===== config.mk =====
export PLATFORM = sky130hd
export DESIGN_NAME = exu_csr_pipe
export DESIGN_NICKNAME = d
export VERILOG_FILES = /design/src/rtl/exu_csr_pkg.sv /design/src/rtl/csr_out_fifo.sv /design/src/rtl/exu_csr_pipe.sv
export SDC_FILE = /design/constraint.sdc
export NUM_CORES = 1
export LEC_CHECK = 0
export ABC_AREA = 0
export CAP_MARGIN = 5
export CORE_ASPECT_RATIO = 0.6
export CORE_MARGIN = 1
export CORE_UTILIZATION = 51
export DETAILED_ROUTE_END_ITERATION = 6
export PLACE_DENSITY = 0.89
export SLEW_MARGIN = 0
export SYNTH_ARGS = -nofsm -noshare
export SYNTH_HDL_FRONTEND = slang
export SYNTH_SLANG_ARGS = --single-unit

===== constraint.sdc =====
create_clock -name clk -period 6.3 [get_ports clk]
set_input_delay 0.63 -clock clk [delete_from_list [all_inputs] [get_ports clk]]
set_output_delay 0.63 -clock clk [all_outputs]
set_load 0.005 [all_outputs]

===== src/rtl/exu_csr_pkg.sv =====
// Shared types for the CSR execution pipe: op encoding, queue entry payload and the CSR ALU.
package exu_csr_pkg;

    localparam int unsigned CSR_DW     = 32;
    localparam int unsigned CSR_AW_W   = 12;
    localparam int unsigned CSR_RAW_W  = 5;
    localparam int unsigned CSR_ZIMM_W = 5;

    typedef enum logic [1:0] {
        CSR_NOP = 2'b00,
        CSR_RW  = 2'b01,
        CSR_RS  = 2'b10,
        CSR_RC  = 2'b11
    } csr_op_e;

    typedef struct packed {
        logic                  csr_we;
        logic [CSR_AW_W-1:0]   csr_waddr;
        logic [CSR_DW-1:0]     csr_wdata;
        logic                  reg_we;
        logic [CSR_RAW_W-1:0]  reg_waddr;
        logic [CSR_DW-1:0]     reg_wdata;
    } csr_entry_t;

    // New CSR value for a read-modify-write op.
    function automatic logic [CSR_DW-1:0] csr_alu(input csr_op_e op,
                                                  input logic [CSR_DW-1:0] rdata,
                                                  input logic [CSR_DW-1:0] src);
        logic [CSR_DW-1:0] res;
        res = rdata;
        case (op)
            CSR_RW:  res = src;
            CSR_RS:  res = rdata | src;
            CSR_RC:  res = rdata & ~src;
            default: res = rdata;
        endcase
        return res;
    endfunction

endpackage


===== src/rtl/csr_out_fifo.sv =====
// Generic DEPTH-entry synchronous FIFO with flush; exposes storage and per-slot valid bits
// so the parent can search queued entries.
module csr_out_fifo
    import exu_csr_pkg::*;
#(
    parameter int unsigned DEPTH = 2,
    parameter type         T     = csr_entry_t,
    localparam int unsigned CW   = $clog2(DEPTH + 1),
    localparam int unsigned PW   = (DEPTH > 1) ? $clog2(DEPTH) : 1
) (
    input  logic             clk,
    input  logic             rst_n,
    input  logic             push_i,
    input  logic             pop_i,
    input  logic             flush_i,
    input  T                 data_i,
    output T                 head_o,
    output logic [CW-1:0]    count_o,
    output logic [PW-1:0]    rd_ptr_o,
    output T                 entries_o [DEPTH],
    output logic [DEPTH-1:0] valid_o
);

    T                 mem_q [DEPTH];
    logic [PW-1:0]    rd_ptr_q, rd_ptr_d;
    logic [PW-1:0]    wr_ptr_q, wr_ptr_d;
    logic [CW-1:0]    count_q, count_d;
    logic [DEPTH-1:0] vld_q, vld_d;

    function automatic logic [PW-1:0] ptr_inc(input logic [PW-1:0] p);
        return (p == PW'(DEPTH - 1)) ? '0 : p + PW'(1);
    endfunction

    always_ff @(posedge clk or negedge rst_n) begin
        if (!rst_n) begin
            rd_ptr_q <= '0;
            wr_ptr_q <= '0;
            count_q  <= '0;
            vld_q    <= '0;
        end else begin
            rd_ptr_q <= rd_ptr_d;
            wr_ptr_q <= wr_ptr_d;
            count_q  <= count_d;
            vld_q    <= vld_d;
        end
    end

    // Payload storage needs no reset: slots are only observed while their valid bit is set.
    always_ff @(posedge clk) begin
        if (push_i) begin
            mem_q[wr_ptr_q] <= data_i;
        end
    end

    // Flush overrides any same-cycle push/pop for the queue state.
    always_comb begin
        rd_ptr_d = rd_ptr_q;
        wr_ptr_d = wr_ptr_q;
        count_d  = count_q;
        vld_d    = vld_q;
        if (flush_i) begin
            rd_ptr_d = '0;
            wr_ptr_d = '0;
            count_d  = '0;
            vld_d    = '0;
        end else begin
            if (pop_i) begin
                vld_d[rd_ptr_q] = 1'b0;
                rd_ptr_d        = ptr_inc(rd_ptr_q);
            end
            if (push_i) begin
                vld_d[wr_ptr_q] = 1'b1;
                wr_ptr_d        = ptr_inc(wr_ptr_q);
            end
            case ({push_i, pop_i})
                2'b10:   count_d = count_q + CW'(1);
                2'b01:   count_d = count_q - CW'(1);
                default: count_d = count_q;
            endcase
        end
    end

    assign head_o    = mem_q[rd_ptr_q];
    assign count_o   = count_q;
    assign rd_ptr_o  = rd_ptr_q;
    assign entries_o = mem_q;
    assign valid_o   = vld_q;

endmodule


===== src/rtl/exu_csr_pipe.sv =====
// CSR execution unit (CSRRW/RS/RC, reg and imm forms) feeding a DEPTH-entry result queue.
// Build option CSR_BYPASS_EN: forward queued CSR writes instead of stalling on a RAW hazard.
module exu_csr_pipe
    import exu_csr_pkg::*;
#(
    parameter int unsigned DW     = CSR_DW,
    parameter int unsigned CSR_AW = CSR_AW_W,
    parameter int unsigned RAW    = CSR_RAW_W,
    parameter int unsigned DEPTH  = 2
) (
    input  logic                  clk,
    input  logic                  rst_n,
    input  logic                  req_valid_i,
    output logic                  req_ready_o,
    input  logic [1:0]            op_i,
    input  logic                  imm_sel_i,
    input  logic [DW-1:0]         op1_i,
    input  logic [CSR_ZIMM_W-1:0] zimm_i,
    input  logic [CSR_AW-1:0]     csr_addr_i,
    input  logic [DW-1:0]         csr_rdata_i,
    input  logic [RAW-1:0]        reg_waddr_i,
    input  logic                  int_assert_i,
    input  logic                  flush_i,
    output logic                  out_valid_o,
    input  logic                  out_ready_i,
    output logic                  csr_we_o,
    output logic [CSR_AW-1:0]     csr_waddr_o,
    output logic [DW-1:0]         csr_wdata_o,
    output logic                  reg_we_o,
    output logic [RAW-1:0]        reg_waddr_o,
    output logic [DW-1:0]         reg_wdata_o,
    output logic                  hold_o
);

    localparam int unsigned CW = $clog2(DEPTH + 1);
    localparam int unsigned PW = (DEPTH > 1) ? $clog2(DEPTH) : 1;

    csr_op_e          op;
    logic [DW-1:0]    src;
    logic [DW-1:0]    rdata_eff;
    logic             hazard;
    logic             push;
    logic             pop;
    logic             match_hit;
    csr_entry_t       entry;
    csr_entry_t       head;
    csr_entry_t       entries [DEPTH];
    logic [CW-1:0]    count;
    logic [PW-1:0]    rd_ptr;
    logic [DEPTH-1:0] slot_vld;
`ifdef CSR_BYPASS_EN
    logic [DW-1:0]    match_data;
`endif

    // Scan oldest to youngest so the last hit is the youngest matching CSR write.
    always_comb begin : match_scan
        int unsigned slot;
        slot      = 0;
        match_hit = 1'b0;
`ifdef CSR_BYPASS_EN
        match_data = '0;
`endif
        for (int unsigned k = 0; k < DEPTH; k++) begin
            slot = (32'(rd_ptr) + k) % DEPTH;
            if (slot_vld[PW'(slot)] && entries[PW'(slot)].csr_we &&
                (entries[PW'(slot)].csr_waddr == CSR_AW_W'(csr_addr_i))) begin
                match_hit = 1'b1;
`ifdef CSR_BYPASS_EN
                match_data = DW'(entries[PW'(slot)].csr_wdata);
`endif
            end
        end
    end

`ifdef CSR_BYPASS_EN
    assign hazard    = 1'b0;
    assign rdata_eff = match_hit ? match_data : csr_rdata_i;
`else
    assign hazard    = match_hit;
    assign rdata_eff = csr_rdata_i;
`endif

    assign op          = csr_op_e'(op_i);
    assign src         = imm_sel_i ? DW'(zimm_i) : op1_i;
    assign req_ready_o = ((count < CW'(DEPTH)) || out_ready_i) && !hazard;
    assign hold_o      = req_valid_i && !req_ready_o;
    assign out_valid_o = (count != '0);
    assign push        = req_valid_i && req_ready_o && !int_assert_i && !flush_i && (op != CSR_NOP);
    assign pop         = out_valid_o && out_ready_i;

    // zimm_i doubles as rs1 index, so a zero field suppresses RS/RC writes in both forms.
    always_comb begin
        entry           = '0;
        entry.csr_we    = (op == CSR_RW) || (zimm_i != '0);
        entry.csr_waddr = CSR_AW_W'(csr_addr_i);
        entry.csr_wdata = csr_alu(op, CSR_DW'(rdata_eff), CSR_DW'(src));
        entry.reg_we    = (reg_waddr_i != '0);
        entry.reg_waddr = CSR_RAW_W'(reg_waddr_i);
        entry.reg_wdata = CSR_DW'(rdata_eff);
    end

    csr_out_fifo #(
        .DEPTH (DEPTH),
        .T     (csr_entry_t)
    ) u_fifo (
        .clk       (clk),
        .rst_n     (rst_n),
        .push_i    (push),
        .pop_i     (pop),
        .flush_i   (flush_i),
        .data_i    (entry),
        .head_o    (head),
        .count_o   (count),
        .rd_ptr_o  (rd_ptr),
        .entries_o (entries),
        .valid_o   (slot_vld)
    );

    // Head is masked so an empty queue never shows stale payload.
    assign csr_we_o    = out_valid_o && head.csr_we;
    assign csr_waddr_o = out_valid_o ? CSR_AW'(head.csr_waddr) : '0;
    assign csr_wdata_o = out_valid_o ? DW'(head.csr_wdata)     : '0;
    assign reg_we_o    = out_valid_o && head.reg_we;
    assign reg_waddr_o = out_valid_o ? RAW'(head.reg_waddr)    : '0;
    assign reg_wdata_o = out_valid_o ? DW'(head.reg_wdata)     : '0;

endmodule


==> metrics.yaml <==
reg2reg_from: "u_fifo.rd_ptr_o"
grt_max_degree: 85
avgRoutedWirePerCell_um: 17.83
ctsHtreeMaxLevel: 4
via_per_inst: 5.481
yosys-top-cells-area: "edfxtp_1 61%, mux2i_1 12%, nor2_1 4.3%"
slew-limit-headroom_pct: 20.92
die_x_um: 164.9
p_leak_nw: 3.587
clkTransAtPathRegs_ns: 0.07
die_height_um: 99.74
startpoint_type: "flip-flop"
antenna_left: 0
core-area_sq_um: 15460
power.ir.vdd_worst_mv: 0.1671
synth_cell_types: 32
wirelength_um: 18490
synth.most_common_cell: "edfxtp_1"
finalInstanceArea_sq_um: 10550
required_ns: 5.67
tightest_slew_ns: 1.186
regToRegEndpoint: "u_fifo.entries_o[84]"
syn_to_final_growth_pct: 29.91
clkPwrFrac_pct: 36.3
crit_fanout: 62
synth_common_cells: "166 x edfxtp_1, 100 x mux2i_1, 92 x nor2_1"
tns_ns: 0
ios: 181
rr_worst_depth: 9
grt_pass1_vias: 5308
cts_tree: "built"
grt_overflow_total: 0
io_buffers: 180
post_cts_resized: 0
hold_violations: 0
start_util_pct: 52.52
track_usage_pct: 22.60
cts_setup_buffers: 0
worstPathArrival_ns: 3.98
clock_path_buffers: 2
critPathKind: "reg2out"
fmax_mhz: 216.7
nNetsFinal: 917
finalMaxSlewViolations: 0
ys_warn_count: 0
min_path_type: "in2async"
antenna_cells: 0
drive_gt1_share_pct: 5.276
status: "complete, no violations"
syn_avg_cell_area_sq_um: 12.36
numCtsBuffers: 17
grt_pass1_wl_um: 27670
gp_congestion: 0.8430
dr.pass1.iters: 4
ctsHoldBuffers: 0
synth_flop_cell: "edfxtp_1"
synth-seq-cells: 172
clk_latency_ns: 0.41
synthArstFlopShare_pct: 3.488
seq_power_share_pct: 50.8
period_needed_ns: 4.614
p_sw_share_pct: 23.62
synth_top_area_share_pct: 61.40
dpl.hpwl_um: 11880
end_kind: "primary output"
syn_area_sq_um: 8119
antenna_found_initial: 0
post-route-period-util_pct: 73.24
syn_nets: 752
rows: 35
netSwitchingPower_mw: 0.6071
rsz0062_at_grt: "no"
seq_area_frac_synth_pct: 63.25
drcViolationCount: 0
intPower_mw: 1.963
p_per_area_nw_per_um2: 243.6
cts_sinks: 172
vias: 5684
synth_edf_count: 166
yosysTopAreaCell: "edfxtp_1"
combPwrFrac_pct: 13.0
netlist_instances: 657
critPathCapture: "hold_o"
setup-violations-final: 0
ff2ff_setup_slack_ns: 1.81
startpoint: "u_fifo.rd_ptr_o"
root_buffer: "clkbuf_16"
dieArea_sq_um: 16450
postPlaceCellArea_sq_um: 10020
drtIter0Drc: 389
drv_cap: 0
final_util_pct: 68.23
fin_skew_ns: 0.009833
-- placed cells by master, fill, tap and decap left out, drive strengths merged --
master and count:
or4 1, nand3 5, a31o 1, buf 7, clkbuf 19, nand4 3, clkinv 3, nor4 2
edfxtp 166, nand2b 28, o21ai 34, nor3 3, mux2 2, nor2 92, xnor2 12, xor2 13
clkdlybuf4s50 178, and3 1, a211oi 1, dfrtp 6, inv 42, nand2 70, and2 1, a21oi 4
mux2i 100, o31ai 1, o211ai 3, o221ai 32, clkinvlp 4
-- kinds of logic (layout without fill, tap and decap cells) --
kind of cell,Yosys count,in the layout,share of synthesized area (%)
buffers and inverters,76,253,4.176
AOI/OAI and AO/OA,76,76,6.365
DFF,172,172,63.25
xor gates and xnor gates,25,25,2.697
and+or+nand+nor,206,206,10.91
muxes,102,102,12.61
-- how the worst min path moves through the flow --
stage,from,to,cells after the start
CTS,rst_n,u_fifo.wr_ptr_q,1
detailed placement,u_fifo.valid_o[1],u_fifo.valid_o[1],1
finish,rst_n,u_fifo.wr_ptr_q,1
global placement,u_fifo.valid_o[1],u_fifo.valid_o[1],1
floorplan,rst_n,u_fifo.count_o[0],0
global route,rst_n,u_fifo.wr_ptr_q,1
-- layout make-up --
cell class	instances	area (sq um)
flip-flops and latches	172	5139
well taps	203	254.0
inverters	37	138.9
multi-input cells	409	2663
clock buffers	19	432.9
clock inverters	12	91.34
fillers	1121	4911
repair buffers	185	1829
-- metal layers --
metal	track usage, %	wire (um)	up-vias	part of all wire (%)
li1	-	-	2694	-
met1	31.59	8256	2713	45
met2	35.81	8443	256	46
met3	4.796	1573	21	8.5
met4	6.493	221	0	1.2
met5	0	0	-	0
-- sequential cells by signal, indices dropped and copies added, names as in the netlist --
name              cells
u_fifo.valid_o        2
u_fifo.rd_ptr_o       1
u_fifo.wr_ptr_q       1
u_fifo.entries_o    166
u_fifo.count_o        2
-- through the flow --
| step | hold WS, ns | worst slack [ns] | std cells | total power, mW |
|---|---|---|---|---|
| finish | 0.4679 | 1.686 | 1037 | 2.570 |
| detailed placement | 0.4905 | 1.830 | 1006 | 1.660 |
| global route | 0.4844 | 1.544 | 1037 | 2.647 |
| CTS | 0.4636 | 1.698 | 1037 | 2.578 |
| global placement | 0.4886 | 1.924 | 1006 | 1.651 |
| floorplan | 0.3344 | 0.7716 | 657 | 1.489 |
-- power by group through the flow --
| stage | Clock [mW] | Combinational [mW] | Sequential, mW |
|---|---|---|---|
| global route | 0.979 | 0.361 | 1.31 |
| finish | 0.932 | 0.333 | 1.30 |
| floorplan | 0 | 0.173 | 1.32 |
| detailed placement | 0 | 0.331 | 1.33 |
| global placement | 0 | 0.323 | 1.33 |
| CTS | 0.939 | 0.334 | 1.30 |
-- critical path, cell delays in order (launching register included) --
cell,delay (ns)
dfrtp_4,1.09
buf_4,0.72
nand3_1,0.15
o21ai_0,0.12
nand4_1,0.13
or4_1,0.54
nand3_2,0.11
and2_2,0.14
clkdlybuf4s50_1,0.49
Note: power is estimated with default switching activity, not from simulation.
